File: src/rtl/cbus_wide_master_pkg.sv
// Shared CBUS definitions: bus data width, command encodings and the wide-master FSM states.
package cbus_pkg;

  localparam int   CBUS_DW = 32;
  localparam logic CMD_WR  = 1'b1;
  localparam logic CMD_RD  = 1'b0;

  typedef enum logic [1:0] {
    IDLE    = 2'd0,
    BEAT_LO = 2'd1,
    BEAT_HI = 2'd2,
    DONE    = 2'd3
  } state_e;

endpackage

File: src/rtl/cbus_wide_master_if.sv
// Host-side and CBUS-side signals of the wide master. The master modport is the block's view.
// The slave modport is the view of whoever sits around it (host engine plus CBUS slave).
interface cbus_wide_master_if #(
  parameter int DW      = 48,
  parameter int AW      = 8,
  parameter int CBUS_AW = AW + 1
);

  logic               host_req;
  logic               host_cmd;
  logic [AW-1:0]      host_addr;
  logic [DW-1:0]      host_wdata;
  logic               host_ready;
  logic               host_done;
  logic [DW-1:0]      host_rdata;
  logic               host_err;

  logic               cbus_req;
  logic               cbus_cmd;
  logic [CBUS_AW-1:0] cbus_address;
  logic [31:0]        cbus_wdata;
  logic               cbus_waccept;
  logic               cbus_rresp;
  logic [31:0]        cbus_rddata;

  modport master (
    input  host_req, host_cmd, host_addr, host_wdata,
    output host_ready, host_done, host_rdata, host_err,
    output cbus_req, cbus_cmd, cbus_address, cbus_wdata,
    input  cbus_waccept, cbus_rresp, cbus_rddata
  );

  modport slave (
    output host_req, host_cmd, host_addr, host_wdata,
    input  host_ready, host_done, host_rdata, host_err,
    input  cbus_req, cbus_cmd, cbus_address, cbus_wdata,
    output cbus_waccept, cbus_rresp, cbus_rddata
  );

endinterface

File: src/rtl/cbus_wide_master.sv
// Splits one DW-bit host access into one or two 32-bit CBUS beats (low half first).
// Optional per-beat watchdog enabled by defining CBUS_MST_TIMEOUT_EN.
module cbus_wide_master
  import cbus_pkg::*;
#(
  parameter int DW             = 48,
  parameter int AW             = 8,
  parameter int CBUS_AW        = AW + 1,
  parameter int TIMEOUT_CYCLES = 256
) (
  input logic                clk,
  input logic                sreset,
  cbus_wide_master_if.master bus
);

  localparam bit TWO_BEATS = (DW > CBUS_DW);

  state_e        state_q;
  logic [AW-1:0] addr_q;
  logic [31:0]   wdata_hi_q;
  logic [31:0]   rd_lo_q;

  logic [63:0]   wdata_ext;
  logic [DW-1:0] rd_word;
  logic          beat_done;
  logic          abort;

  assign wdata_ext = 64'(bus.host_wdata);

  // A response only counts while a beat is on the bus and only if it matches the beat's kind.
  assign beat_done = bus.cbus_req &&
                     ((bus.cbus_cmd == CMD_WR) ? bus.cbus_waccept : bus.cbus_rresp);

  // Final read word as it must look in the host_done cycle; slave bits above DW are dropped.
  always_comb begin
    if (TWO_BEATS) rd_word = DW'({bus.cbus_rddata, rd_lo_q});
    else           rd_word = DW'(bus.cbus_rddata);
  end

`ifdef CBUS_MST_TIMEOUT_EN
  localparam int TO_W = $clog2(TIMEOUT_CYCLES + 1);

  logic [TO_W-1:0] to_cnt_q;
  logic            beat_start;

  assign beat_start = ((state_q == IDLE) && bus.host_req) ||
                      ((state_q == BEAT_LO) && beat_done);
  assign abort = bus.cbus_req && !beat_done &&
                 (to_cnt_q == TO_W'(TIMEOUT_CYCLES - 1));

  always_ff @(posedge clk) begin
    if (sreset || beat_start) to_cnt_q <= '0;
    else if (bus.cbus_req)    to_cnt_q <= to_cnt_q + TO_W'(1);
  end
`else
  assign abort = 1'b0;
`endif

  // NOTE: every state register uses non-blocking assignment so all of them update from
  // pre-edge values; blocking here would let later statements see half-updated state.
  always_ff @(posedge clk) begin
    if (sreset) begin
      state_q          <= IDLE;
      addr_q           <= '0;
      wdata_hi_q       <= '0;
      rd_lo_q          <= '0;
      bus.cbus_req     <= 1'b0;
      bus.cbus_cmd     <= CMD_RD;
      bus.cbus_address <= '0;
      bus.cbus_wdata   <= '0;
      bus.host_ready   <= 1'b1;
      bus.host_done    <= 1'b0;
      bus.host_rdata   <= '0;
      bus.host_err     <= 1'b0;
    end else begin
      bus.host_done <= 1'b0;
      case (state_q)
        IDLE: begin
          if (bus.host_req) begin
            addr_q           <= bus.host_addr;
            wdata_hi_q       <= wdata_ext[63:32];
            bus.cbus_req     <= 1'b1;
            bus.cbus_cmd     <= bus.host_cmd;
            bus.cbus_address <= CBUS_AW'({bus.host_addr, 1'b0});
            bus.cbus_wdata   <= wdata_ext[31:0];
            bus.host_ready   <= 1'b0;
            bus.host_err     <= 1'b0;
            state_q          <= BEAT_LO;
          end
        end

        BEAT_LO: begin
          if (beat_done && TWO_BEATS) begin
            rd_lo_q          <= bus.cbus_rddata;
            bus.cbus_address <= CBUS_AW'({addr_q, 1'b1});
            bus.cbus_wdata   <= wdata_hi_q;
            state_q          <= BEAT_HI;
          end else if (beat_done) begin
            bus.cbus_req  <= 1'b0;
            bus.host_done <= 1'b1;
            if (bus.cbus_cmd == CMD_RD) bus.host_rdata <= rd_word;
            state_q       <= DONE;
          end else if (abort) begin
            bus.cbus_req   <= 1'b0;
            bus.host_done  <= 1'b1;
            bus.host_err   <= 1'b1;
            bus.host_rdata <= '0;
            state_q        <= DONE;
          end
        end

        BEAT_HI: begin
          if (beat_done) begin
            bus.cbus_req  <= 1'b0;
            bus.host_done <= 1'b1;
            if (bus.cbus_cmd == CMD_RD) bus.host_rdata <= rd_word;
            state_q       <= DONE;
          end else if (abort) begin
            bus.cbus_req   <= 1'b0;
            bus.host_done  <= 1'b1;
            bus.host_err   <= 1'b1;
            bus.host_rdata <= '0;
            state_q        <= DONE;
          end
        end

        DONE: begin
          bus.host_ready <= 1'b1;
          state_q        <= IDLE;
        end

        default: state_q <= IDLE;
      endcase
    end
  end

endmodule

File: src/flat_wrapper.sv
// flat-port wrapper written by rule: the top's interface ports become plain ports
module cbus_wide_master_flat import cbus_pkg::*;
#(
  parameter int DW             = 48,
  parameter int AW             = 8,
  parameter int CBUS_AW        = AW + 1,
  parameter int TIMEOUT_CYCLES = 256
)
  (clk, sreset, bus_host_req, bus_host_cmd, bus_host_addr, bus_host_wdata, bus_host_ready, bus_host_done, bus_host_rdata, bus_host_err, bus_cbus_req, bus_cbus_cmd, bus_cbus_address, bus_cbus_wdata, bus_cbus_waccept, bus_cbus_rresp, bus_cbus_rddata);
  cbus_wide_master_if #(.DW(DW), .AW(AW), .CBUS_AW(CBUS_AW)) bus_i ();
  input logic clk;
  input logic sreset;
  input wire logic [$bits(bus_i.host_req)-1:0] bus_host_req;
  input wire logic [$bits(bus_i.host_cmd)-1:0] bus_host_cmd;
  input wire logic [$bits(bus_i.host_addr)-1:0] bus_host_addr;
  input wire logic [$bits(bus_i.host_wdata)-1:0] bus_host_wdata;
  output wire logic [$bits(bus_i.host_ready)-1:0] bus_host_ready;
  output wire logic [$bits(bus_i.host_done)-1:0] bus_host_done;
  output wire logic [$bits(bus_i.host_rdata)-1:0] bus_host_rdata;
  output wire logic [$bits(bus_i.host_err)-1:0] bus_host_err;
  output wire logic [$bits(bus_i.cbus_req)-1:0] bus_cbus_req;
  output wire logic [$bits(bus_i.cbus_cmd)-1:0] bus_cbus_cmd;
  output wire logic [$bits(bus_i.cbus_address)-1:0] bus_cbus_address;
  output wire logic [$bits(bus_i.cbus_wdata)-1:0] bus_cbus_wdata;
  input wire logic [$bits(bus_i.cbus_waccept)-1:0] bus_cbus_waccept;
  input wire logic [$bits(bus_i.cbus_rresp)-1:0] bus_cbus_rresp;
  input wire logic [$bits(bus_i.cbus_rddata)-1:0] bus_cbus_rddata;
  assign bus_i.host_req = bus_host_req;
  assign bus_i.host_cmd = bus_host_cmd;
  assign bus_i.host_addr = bus_host_addr;
  assign bus_i.host_wdata = bus_host_wdata;
  assign bus_host_ready = bus_i.host_ready;
  assign bus_host_done = bus_i.host_done;
  assign bus_host_rdata = bus_i.host_rdata;
  assign bus_host_err = bus_i.host_err;
  assign bus_cbus_req = bus_i.cbus_req;
  assign bus_cbus_cmd = bus_i.cbus_cmd;
  assign bus_cbus_address = bus_i.cbus_address;
  assign bus_cbus_wdata = bus_i.cbus_wdata;
  assign bus_i.cbus_waccept = bus_cbus_waccept;
  assign bus_i.cbus_rresp = bus_cbus_rresp;
  assign bus_i.cbus_rddata = bus_cbus_rddata;
  cbus_wide_master #(.DW(DW), .AW(AW), .CBUS_AW(CBUS_AW), .TIMEOUT_CYCLES(TIMEOUT_CYCLES)) u_core (.clk(clk), .sreset(sreset), .bus(bus_i));
endmodule
File: config.mk
export PLATFORM = sky130hd
export DESIGN_NAME = cbus_wide_master_flat
export DESIGN_NICKNAME = d
export VERILOG_FILES = /design/src/rtl/cbus_wide_master_pkg.sv /design/src/rtl/cbus_wide_master_if.sv /design/src/rtl/cbus_wide_master.sv /design/src/flat_wrapper.sv
export SDC_FILE = /design/constraint.sdc
export NUM_CORES = 1
export LEC_CHECK = 0
export BUFFER_PORTS_ARGS = -buffer_cell sky130_fd_sc_hd__buf_4
export CAP_MARGIN = 40
export CORE_MARGIN = 2
export CORE_UTILIZATION = 50
export CTS_BUF_LIST = sky130_fd_sc_hd__clkbuf_4 sky130_fd_sc_hd__clkbuf_8 sky130_fd_sc_hd__clkbuf_16
export DETAILED_ROUTE_END_ITERATION = 12
export PLACE_DENSITY = 0.79
export SLEW_MARGIN = 20
export SYNTH_ARGS = -nofsm -noshare
export SYNTH_HDL_FRONTEND = slang
export SYNTH_SLANG_ARGS = --single-unit
File: constraint.sdc
create_clock -name clk -period 2.81 [get_ports clk]
set_input_delay 0.843 -clock clk [delete_from_list [all_inputs] [get_ports clk]]
set_output_delay 0.843 -clock clk [all_outputs]
set_load 0.02 [all_outputs]
==> impl_metrics.csv, run 1 <==
group,metric,value,unit
run_status,status,"finished, final reports clean",
layout,multi_input_area,2370,um^2
critical_path,worstPathMaxFanout,50,
global_routing,grt_pass1_wl,22500,um
clocking,cts_tree,"yes",
synthesis,ys.flop_type,"dfxtp_1",
synthesis,synth_top_family_by_area,"compound AO/OA/AOI/OAI gates",
synthesis,synth_top_cell_by_area,"dfxtp_1",
timing,setup-tns-final,0,ns
synthesis,synth_area_leaders,"dfxtp_1 (54%), nand2_1 (14%), a21oi_1 (9.6%)",
synthesis,syn_nets,744,
global_routing,grt_util_all_layers,23.8,%
clocking,clk_pin_slew,0.06,ns
drt,routed_via_density,5.30,
clocking,cts_buffers,17,
placed_design,gp_congestion,0.796,
drt,drtAntennaViolNets,0,
drt,wire_per_inst,14.9,um
clocking,cts_buffer_depth,2,
global_routing,grt_max_degree,90,
timing,fin_crit_sh,78.3,%
flow_run,cap_viol_max_count,0,
drt,wl,14300,um
synthesis,avgSynthCellArea,8.74,um^2
clocking,htree_levels,4,
critical_path,worst-setup-path-type,"flip-flop to flip-flop",
synthesis,synth-xor-area-share,0,%
timing,holdWs,0.451,ns
clocking,cts.sinks,151,
die,dieArea,12100,um^2
synthesis,syn-cell-area,5640,um^2
timing,drv_slew,0,
global_routing,overflow,0,
critical_path,crit_path_start_kind,"flip-flop",
die,core,10900,um^2
timing,fin_ws,0.610,ns
global_routing,grt_antenna_before_repair,0,
worst_hold_path,min-delay-start,"u_core.rd_lo_q[21]",
layout,fin_cells,960,
die,die_h,110,um
layout,syn2layout_area_growth,35.1,%
die,initial_core_util,51.6,%
critical_path,reg2reg_from,"u_core.state_q[0]",
critical_path,worstPathRequired,3.11,ns
layout,register_area,3020,um^2
synthesis,ys_warn_count,0,
synthesis,async_reset_ff_share,0,%
power,total_power,6.94,mW
die,die_x,110,um
synthesis,synth_top_area_share,53.6,%
timing,worst_pin_slew,0.698,ns
layout,nets,909,
synthesis,synth_mux_area_share,4.90,%
synthesis,synth_cells,645,
placed_design,port_buffers,186,
timing,finalHoldViolations,0,
synthesis,ys_ff_latch,151,
layout,fillers,900,
synthesis,synth_cell_types,32,
clocking,holdBufCountCts,0,
power,ir_drop,619,uV
placed_design,dp_hpwl,9670,um
clocking,cts_resized,0,
power,power.leakage,3.13,nW
drt,vias,5084,
drt,dr.pass1.iters,9,
global_routing,first_global_vias,4799,
clocking,post-cts-setup-buffers,0,
timing,rsz0062_at_grt,"false",
drt,drc,0,
die,num_rows,38,
worst_hold_path,min_to,"u_core.bus.host_rdata[21]",
critical_path,reg2regPathDepth,6,
synthesis,synth_edf_count,0,
critical_path,cp-end-kind,"flip-flop",
timing,max_slew_margin,53.5,%
synthesis,synth_compound_area_share,18.0,%
placed_design,place_ws,0.390,ns
placed_design,place_area,7050,um^2
critical_path,rrSetupSlack,0.61,ns
timing,setup_viol,0,
layout,layout_common_cells,"nand2_1 (211), buf_4 (193), dfxtp_1 (151), a21oi_1 (108), nor2_1 (30)",
timing,max_freq,0.454,GHz
drt,drt_iter0_markers,321,
placed_design,numPlacedInstances,930,
timing,fin_crit,2.20,ns
worst_hold_path,min_path_cells,2,
critical_path,r2r_end,"u_core.bus.cbus_wdata[25]",
synthesis,yosys.area_share.adder,1.11,%
layout,layout_commonest_cell,"nand2_1",
critical_path,arrival,2.50,ns
timing,clock_skew,0.00708,ns
die,boundaryPins,188,
clocking,clk_latency,0.41,ns
power,p_per_area,911,nW/um^2
layout,antenna_cells,0,
synthesis,ys_seq_area_share,53.6,%
layout,final_util,69.6,%
critical_path,critical_path.startpoint,"u_core.state_q[0]",
layout,drive_above_1_share,30.6,%
clocking,root_buffer,"clkbuf_16",
worst_hold_path,hp-class,"flip-flop to flip-flop",
layout,final_cell_area,7610,um^2
synthesis,synth_simple_gate_area_share,17.8,%
-- cell usage after synthesis, types with 2 or more instances --
library cell,instances
a211oi_1,5
a21oi_1,108
ha_1,5
nand2_1,211
buf_1,7
buf_6,4
mux2i_1,25
nand2b_1,4
nand3_1,3
clkbuf_1,18
buf_2,18
nor2_1,30
and2_1,2
a211oi_2,20
a22o_1,16
dfxtp_1,151
inv_1,3
-- registers in the layout, summed over array words and instances (netlist names) --
register and cells:
u_core.addr_q 8, u_core.bus.cbus_address 9, u_core.bus.cbus_cmd 1, u_core.bus.cbus_req 1, u_core.bus.cbus_wdata 32, u_core.bus.host_done 1
u_core.bus.host_rdata 48, u_core.bus.host_ready 1, u_core.rd_lo_q 32, u_core.state_q 2, u_core.wdata_hi_q 16
-- cell type report --
class | count | area share (%)
clock buffers | 25 | 6.70
repair buffers | 195 | 19.5
flip-flops and latches | 151 | 39.7
well taps | 140 | 2.30
clock inverters | 4 | 0.592
inverters | 3 | 0.148
multi-input cells | 442 | 31.1
-- worst max-delay path: stages (launching register included) --
cell,delay [ns]
dfxtp_1,0.37
inv_1,0.10
ha_1,0.27
nand2b_1,0.20
o211a_4,0.66
nor2_4,0.18
a22o_1,0.28
-- worst max path at each step --
stage,to,slack [ns],cells after the start
detailed placement,u_core.bus.cbus_wdata[25],0.39,5
CTS,u_core.bus.cbus_wdata[25],0.61,6
global placement,u_core.rd_lo_q[29],0.42,5
finish,u_core.bus.cbus_wdata[25],0.61,6
global route,u_core.bus.cbus_wdata[25],0.43,6
floorplan,u_core.bus.cbus_wdata[10],0.93,5
-- cells by family (layout without fill, tap and decap cells) --
group,count (synthesis),count (layout)
fa+ha+maj,5,5
simple gates,255,255
other cells,1,1
mux,27,27
flops,151,151
buf+inv,52,227
compound gates,154,154
-- where the power goes --
group          switching (mW)  leakage, nW  internal, mW
Sequential              0.183         1.23          2.45
Combinational            1.31         1.62         0.872
Clock                   0.794        0.283          1.33
Total                    2.29         3.13          4.65
-- routing by layer --
layer / track usage (%) / vias to the layer above / part of all wire (%)
li1: - / 2467 / -
met1: 29.4 / 2403 / 42
met2: 39.1 / 186 / 49
met3: 6.58 / 28 / 7.0
met4: 10.4 / 0 / 2.4
met5: 0 / - / 0
Note: power is estimated with default switching activity, not from simulation.
==> run 2: changes to the inputs <==
ABC_AREA = 1   (was not set)
CORE_UTILIZATION = 47   (was 50)
PLACE_DENSITY = 0.77   (was 0.79)
clock period = 1.8 ns   (was 2.81 ns; I/O delays follow)
==> impl_metrics.csv, run 2 <==
group,metric,value,unit
synthesis,synth_top_area_share,48.0,%
flow_run,cap_viol_max_count,0,
synthesis,avgSynthCellArea,7.17,um^2
clocking,cts_buffers,17,
timing,drv_slew,0,
critical_path,arrival,2.02,ns
synthesis,syn_nets,978,
layout,syn2layout_area_growth,36.0,%
clocking,clk_pin_slew,0.06,ns
die,dieArea,14400,um^2
critical_path,r2r_end,"u_core.bus.cbus_wdata[10]",
synthesis,synth_edf_count,0,
clocking,holdBufCountCts,0,
clocking,clk_latency,0.42,ns
timing,finalHoldViolations,0,
global_routing,grt_pass1_wl,25400,um
layout,multi_input_area,2450,um^2
drt,drtAntennaViolNets,0,
drt,wl_met3,1310,um
layout,fillers,1179,
clocking,post-cts-setup-buffers,0,
synthesis,ys_ff_latch,151,
global_routing,grt_max_degree,66,
layout,register_area,3020,um^2
placed_design,place_ws,0.0935,ns
drt,vias,5859,
timing,max_freq,0.587,GHz
die,die_x,120,um
clocking,cts_buffer_depth,2,
synthesis,ys_warn_count,0,
drt,drc,0,
placed_design,dp_hpwl,10100,um
layout,layout_common_cells,"buf_4 (191), nor2_1 (156), dfxtp_1 (151), inv_1 (132), nand2_1 (131)",
synthesis,synth_cell_types,23,
layout,antenna_cells,0,
power,ir_drop,785,uV
critical_path,timing.critical_path.mode_cell,"inv_1",
layout,top_regs,"u_core.bus.host_rdata: 48 flops, u_core.bus.cbus_wdata: 32 flops, u_core.rd_lo_q: 32 flops",
layout,nets,1141,
global_routing,overflow,0,
power,power.leakage,4.04,nW
critical_path,cp_top_family,"simple AND/OR/NAND/NOR gates",
drt,wl_met1,6740,um
die,num_rows,42,
timing,fin_crit,1.70,ns
drt,wl,15600,um
critical_path,reg2reg_from,"u_core.state_q[1]",
synthesis,synthTopCellsByCount,"nor2_1 (157), dfxtp_1 (151), inv_1 (135)",
clocking,cts_tree,"yes",
critical_path,crit_slowest_cell,"dfxtp_1",
layout,largest_reg_flops,48,
timing,setup_viol,0,
global_routing,grt_antenna_before_repair,0,
clocking,cts.sinks,151,
critical_path,crit_chain,"inv_1 -> ha_2 -> inv_1 -> or2_2 -> nand3_4 -> buf_12 -> nand2_1 -> inv_1 -> nor2_1",
critical_path,worst-setup-path-type,"flip-flop to flip-flop",
layout,final_util,65.0,%
critical_path,cp-end-kind,"flip-flop",
die,initial_core_util,47.8,%
timing,fin_ws,0.0961,ns
timing,clock_skew,0.00421,ns
global_routing,grt_util_all_layers,21.9,%
critical_path,reg2regPathDepth,9,
layout,top_register,"u_core.bus.host_rdata",
die,boundaryPins,188,
timing,fin_crit_sh,94.7,%
clocking,root_buffer,"clkbuf_16",
global_routing,first_global_vias,5342,
drt,topRoutingLayerUsed,"met4",
placed_design,port_buffers,186,
die,core,13200,um^2
synthesis,synth_area_leaders,"dfxtp_1 (48%), nor2_1 (9.4%), inv_1 (8.0%)",
critical_path,cpPeakStageDelay,0.33,ns
synthesis,yosysMostFrequentCell,"nor2_1",
drt,drt_iter0_markers,370,
critical_path,crit_buf_inv,4,
drt,dr.pass1.iters,5,
power,p_per_area,1570,nW/um^2
drt,wire_per_inst,12.7,um
drt,wl_met2,7300,um
layout,drive_above_1_share,24.0,%
synthesis,syn-cell-area,6300,um^2
run_status,status,"finished, final reports clean",
synthesis,synth_top_cell_by_area,"dfxtp_1",
synthesis,async_reset_ff_share,0,%
critical_path,critical_path.startpoint,"u_core.state_q[1]",
clocking,cts_resized,0,
synthesis,ys_seq_area_share,48.0,%
clocking,htree_levels,4,
synthesis,synth_cells,879,
die,die_h,120,um
critical_path,rrSetupSlack,0.1,ns
critical_path,cp.depth,9,
power,total_power,13.5,mW
drt,routed_via_density,4.76,
worst_hold_path,hp-class,"input port to flip-flop",
layout,layout_commonest_cell,"buf_4",
critical_path,crit_path_start_kind,"flip-flop",
synthesis,ys.flop_type,"dfxtp_1",
critical_path,worstPathMaxFanout,19,
critical_path,cp-endpoint,"u_core.bus.cbus_wdata[10]",
critical_path,worstPathRequired,2.11,ns
placed_design,gp_congestion,0.775,
-- run 2: worst min-delay path by stage --
stage,to,startpoint,cells past startpoint
after detailed placement,u_core.bus.host_rdata[34],u_core.bus.host_rdata[34],2
after global placement,u_core.bus.host_rdata[37],u_core.bus.host_rdata[37],2
after floorplan,u_core.rd_lo_q[0],u_core.rd_lo_q[0],2
final,u_core.wdata_hi_q[15],bus_host_wdata[47],3
after CTS,u_core.wdata_hi_q[15],bus_host_wdata[47],3
after global routing,u_core.wdata_hi_q[5],bus_host_wdata[37],3
-- run 2: final cells by class --
type                    count  area share, %
clock inverters            14           2.34
well taps                 176           2.57
multi-input cells         527           28.6
flip-flops and latches    151           35.3
repair buffers            206           20.0
clock buffers              18           5.05
inverters                 139           6.13
-- run 2: worst reg2reg max path, stage by stage (launching register included) --
cell and delay, ns:
dfxtp_1 0.33, inv_1 0.11, ha_2 0.20, inv_1 0.05
or2_2 0.31, nand3_4 0.20, buf_12 0.18, nand2_1 0.07
inv_1 0.08, nor2_1 0.05
-- run 2: cell families after synthesis --
kind of cell,after synthesis,share of synthesized area (%)
other,1,0.0595
adder cells (fa/ha/maj),5,0.993
buffers and inverters,201,13.2
AND/OR/NAND/NOR,336,22.1
flip-flops,151,48.0
AO/OA/AOI/OAI,185,15.7
-- run 2: where the power goes --
group | switching, mW | internal [mW] | leakage (nW) | total, mW
clock | 1.41 | 2.35 | 0.300 | 3.76
sequential | 0.359 | 4.06 | 1.23 | 4.42
combinational | 3.20 | 2.07 | 2.51 | 5.27
total | 4.98 | 8.48 | 4.04 | 13.5
-- run 2: stage by stage --
step | hold slack (ns) | setup TNS, ns | cells | instance area [um^2]
global route | 0.371 | -0.00635 | 1231 | 8570
finish | 0.375 | 0 | 1231 | 8570
detailed placement | 0.438 | 0 | 1199 | 7920
floorplan | 0.430 | 0 | 879 | 6300
CTS | 0.363 | 0 | 1231 | 8550
global placement | 0.432 | 0 | 1199 | 7920
-- run 2: per-layer routing --
layer / track usage (%) / vias to the layer above
li1: - / 3062
met1: 28.3 / 2605
met2: 34.5 / 170
met3: 7.08 / 22
met4: 7.72 / 0
met5: 0 / -
==> run 3: changes to the inputs <==
CORE_ASPECT_RATIO = 0.7   (was not set)
==> impl_metrics.csv, run 3 (synthesis results as in run 2) <==
group,metric,value,unit
run_status,status,"finished, final reports clean",
drt,dr.pass1.iters,5,
layout,antenna_cells,0,
drt,routed_via_density,4.89,
global_routing,grt_max_degree,97,
global_routing,overflow,0,
critical_path,arrival,1.95,ns
drt,drc,0,
timing,max_freq,0.606,GHz
die,die_x,142,um
placed_design,dp_hpwl,10500,um
critical_path,crit_path_start_kind,"flip-flop",
die,boundaryPins,188,
timing,rsz0062_at_grt,"false",
drt,wire_per_inst,13.4,um
timing,setup_viol,0,
worst_hold_path,min-delay-start,"bus_host_addr[1]",
power,ir_drop,1240,uV
clocking,holdBufCountCts,0,
placed_design,gp_congestion,0.808,
power,total_power,13.2,mW
timing,fin_ws,0.149,ns
power,p_per_area,1570,nW/um^2
timing,setup-tns-final,0,ns
clocking,cts_tree,"yes",
drt,vias,5964,
global_routing,grt_pass1_wl,25400,um
layout,nets,1141,
clocking,clk_pin_slew,0.07,ns
die,die_h,101,um
timing,clock_skew,0.00953,ns
die,dieArea,14400,um^2
critical_path,worstPathMaxFanout,48,
layout,top_regs,"u_core.bus.host_rdata: 48 flops, u_core.bus.cbus_wdata: 32 flops, u_core.rd_lo_q: 32 flops",
placed_design,port_buffers,186,
global_routing,met1_usage,30.6,%
clocking,htree_levels,4,
layout,layout_commonest_cell,"buf_4",
clocking,root_buffer,"clkbuf_16",
drt,drt_iter0_markers,290,
clocking,cts_buffer_depth,2,
clocking,post-cts-setup-buffers,0,
critical_path,cp-end-kind,"flip-flop",
layout,largest_reg_flops,48,
global_routing,first_global_vias,5232,
timing,fin_crit,1.65,ns
global_routing,grt_use_met3,5.27,%
worst_hold_path,min_to,"u_core.addr_q[1]",
layout,layout_common_cells,"buf_4 (196), nor2_1 (157), dfxtp_1 (151), inv_1 (134), nand2_1 (132)",
critical_path,worst-setup-path-type,"flip-flop to flip-flop",
global_routing,grt_antenna_before_repair,0,
worst_hold_path,min_path_cells,3,
timing,finalHoldViolations,0,
global_routing,busiest_layer,"met2",
drt,drtAntennaViolNets,0,
layout,top_register,"u_core.bus.host_rdata",
global_routing,grt.met2_usage,33.7,%
critical_path,r2r_end,"u_core.bus.host_rdata[8]",
die,num_rows,35,
power,power.leakage,3.99,nW
clocking,clk_latency,0.41,ns
clocking,cts.sinks,151,
worst_hold_path,hp-class,"input port to flip-flop",
critical_path,reg2reg_from,"u_core.state_q[0]",
die,core,13100,um^2
layout,drive_above_1_share,23.3,%
die,initial_core_util,48.0,%
global_routing,grt_util_all_layers,22.1,%
critical_path,reg2regPathDepth,7,
timing,holdWs,0.385,ns
critical_path,worstPathRequired,2.10,ns
critical_path,rrSetupSlack,0.15,ns
timing,drv_slew,0,
layout,syn2layout_area_growth,33.7,%
timing,fin_crit_sh,91.7,%
flow_run,cap_viol_max_count,0,
clocking,cts_buffers,17,
placed_design,place_ws,0.154,ns
drt,wl,16400,um
-- run 3: cell count changes in the layout (fill, tap and decap cells not counted), moves of 3 or more --
cell / delta
buf_12: -7
buf_4: +5
bufinv_16: -3
clkinv_4: -5
-- run 3: layout make-up --
type | instances | area [um^2]
Sequential cell | 151 | 3020
Inverter | 139 | 522
Clock buffer | 20 | 460
Timing Repair Buffer | 206 | 1660
Multi-Input combinational cell | 527 | 2450
Clock inverter | 11 | 100
Tap cell | 166 | 208
Fill cell | 1171 | 4710
-- run 3: critical path, cell delays in order, from the launching register on --
cell       delay, ns
dfxtp_1         0.37
inv_1           0.11
ha_1            0.27
nand4_1         0.21
clkbuf_16       0.28
nor2_1          0.08
a21oi_1         0.16
nor2_1          0.05
-- run 3: worst max-delay path by stage --
stage	start	endpoint	slack [ns]	cells past startpoint
2_1_floorplan	u_core.state_q[0]	u_core.bus.cbus_address[7]	0.31	10
3_3_place_gp	bus_cbus_waccept	u_core.bus.cbus_wdata[3]	0.18	10
3_5_place_dp	u_core.state_q[1]	u_core.bus.cbus_wdata[8]	0.15	9
4_1_cts	u_core.state_q[0]	u_core.bus.host_rdata[8]	0.12	7
5_1_grt	u_core.state_q[0]	u_core.bus.cbus_address[5]	0.01	8
6_report	u_core.state_q[0]	u_core.bus.host_rdata[8]	0.15	7
-- run 3: report_power, final --
part / total [mW] / internal [mW] / leakage (nW) / switching (mW)
clock network: 3.37 / 1.98 / 0.264 / 1.39
logic: 5.40 / 2.11 / 2.49 / 3.29
registers: 4.42 / 4.06 / 1.23 / 0.354
total: 13.2 / 8.15 / 3.99 / 5.04
-- run 3: metrics by stage --
step           util (%)  cell area, um^2  std cells
2_1_floorplan         -             6300        879
3_3_place_gp       59.5             7820       1187
3_5_place_dp       59.5             7820       1187
4_1_cts            63.8             8380       1218
5_1_grt            64.1             8420       1220
6_report           64.1             8420       1220
-- run 3: per-layer routing --
metal | part of all wire, % | up-vias
li1 | - | 3071
met4 | 0.83 | 0
met2 | 44 | 211
met5 | 0 | -
met3 | 7.6 | 8
met1 | 47 | 2674
-- run 3: timing repair --
action / in CTS / in global routing
hold endpoints to repair: 0 / 0
resized for setup: 0 / 3
setup endpoints to repair: 0 / 17
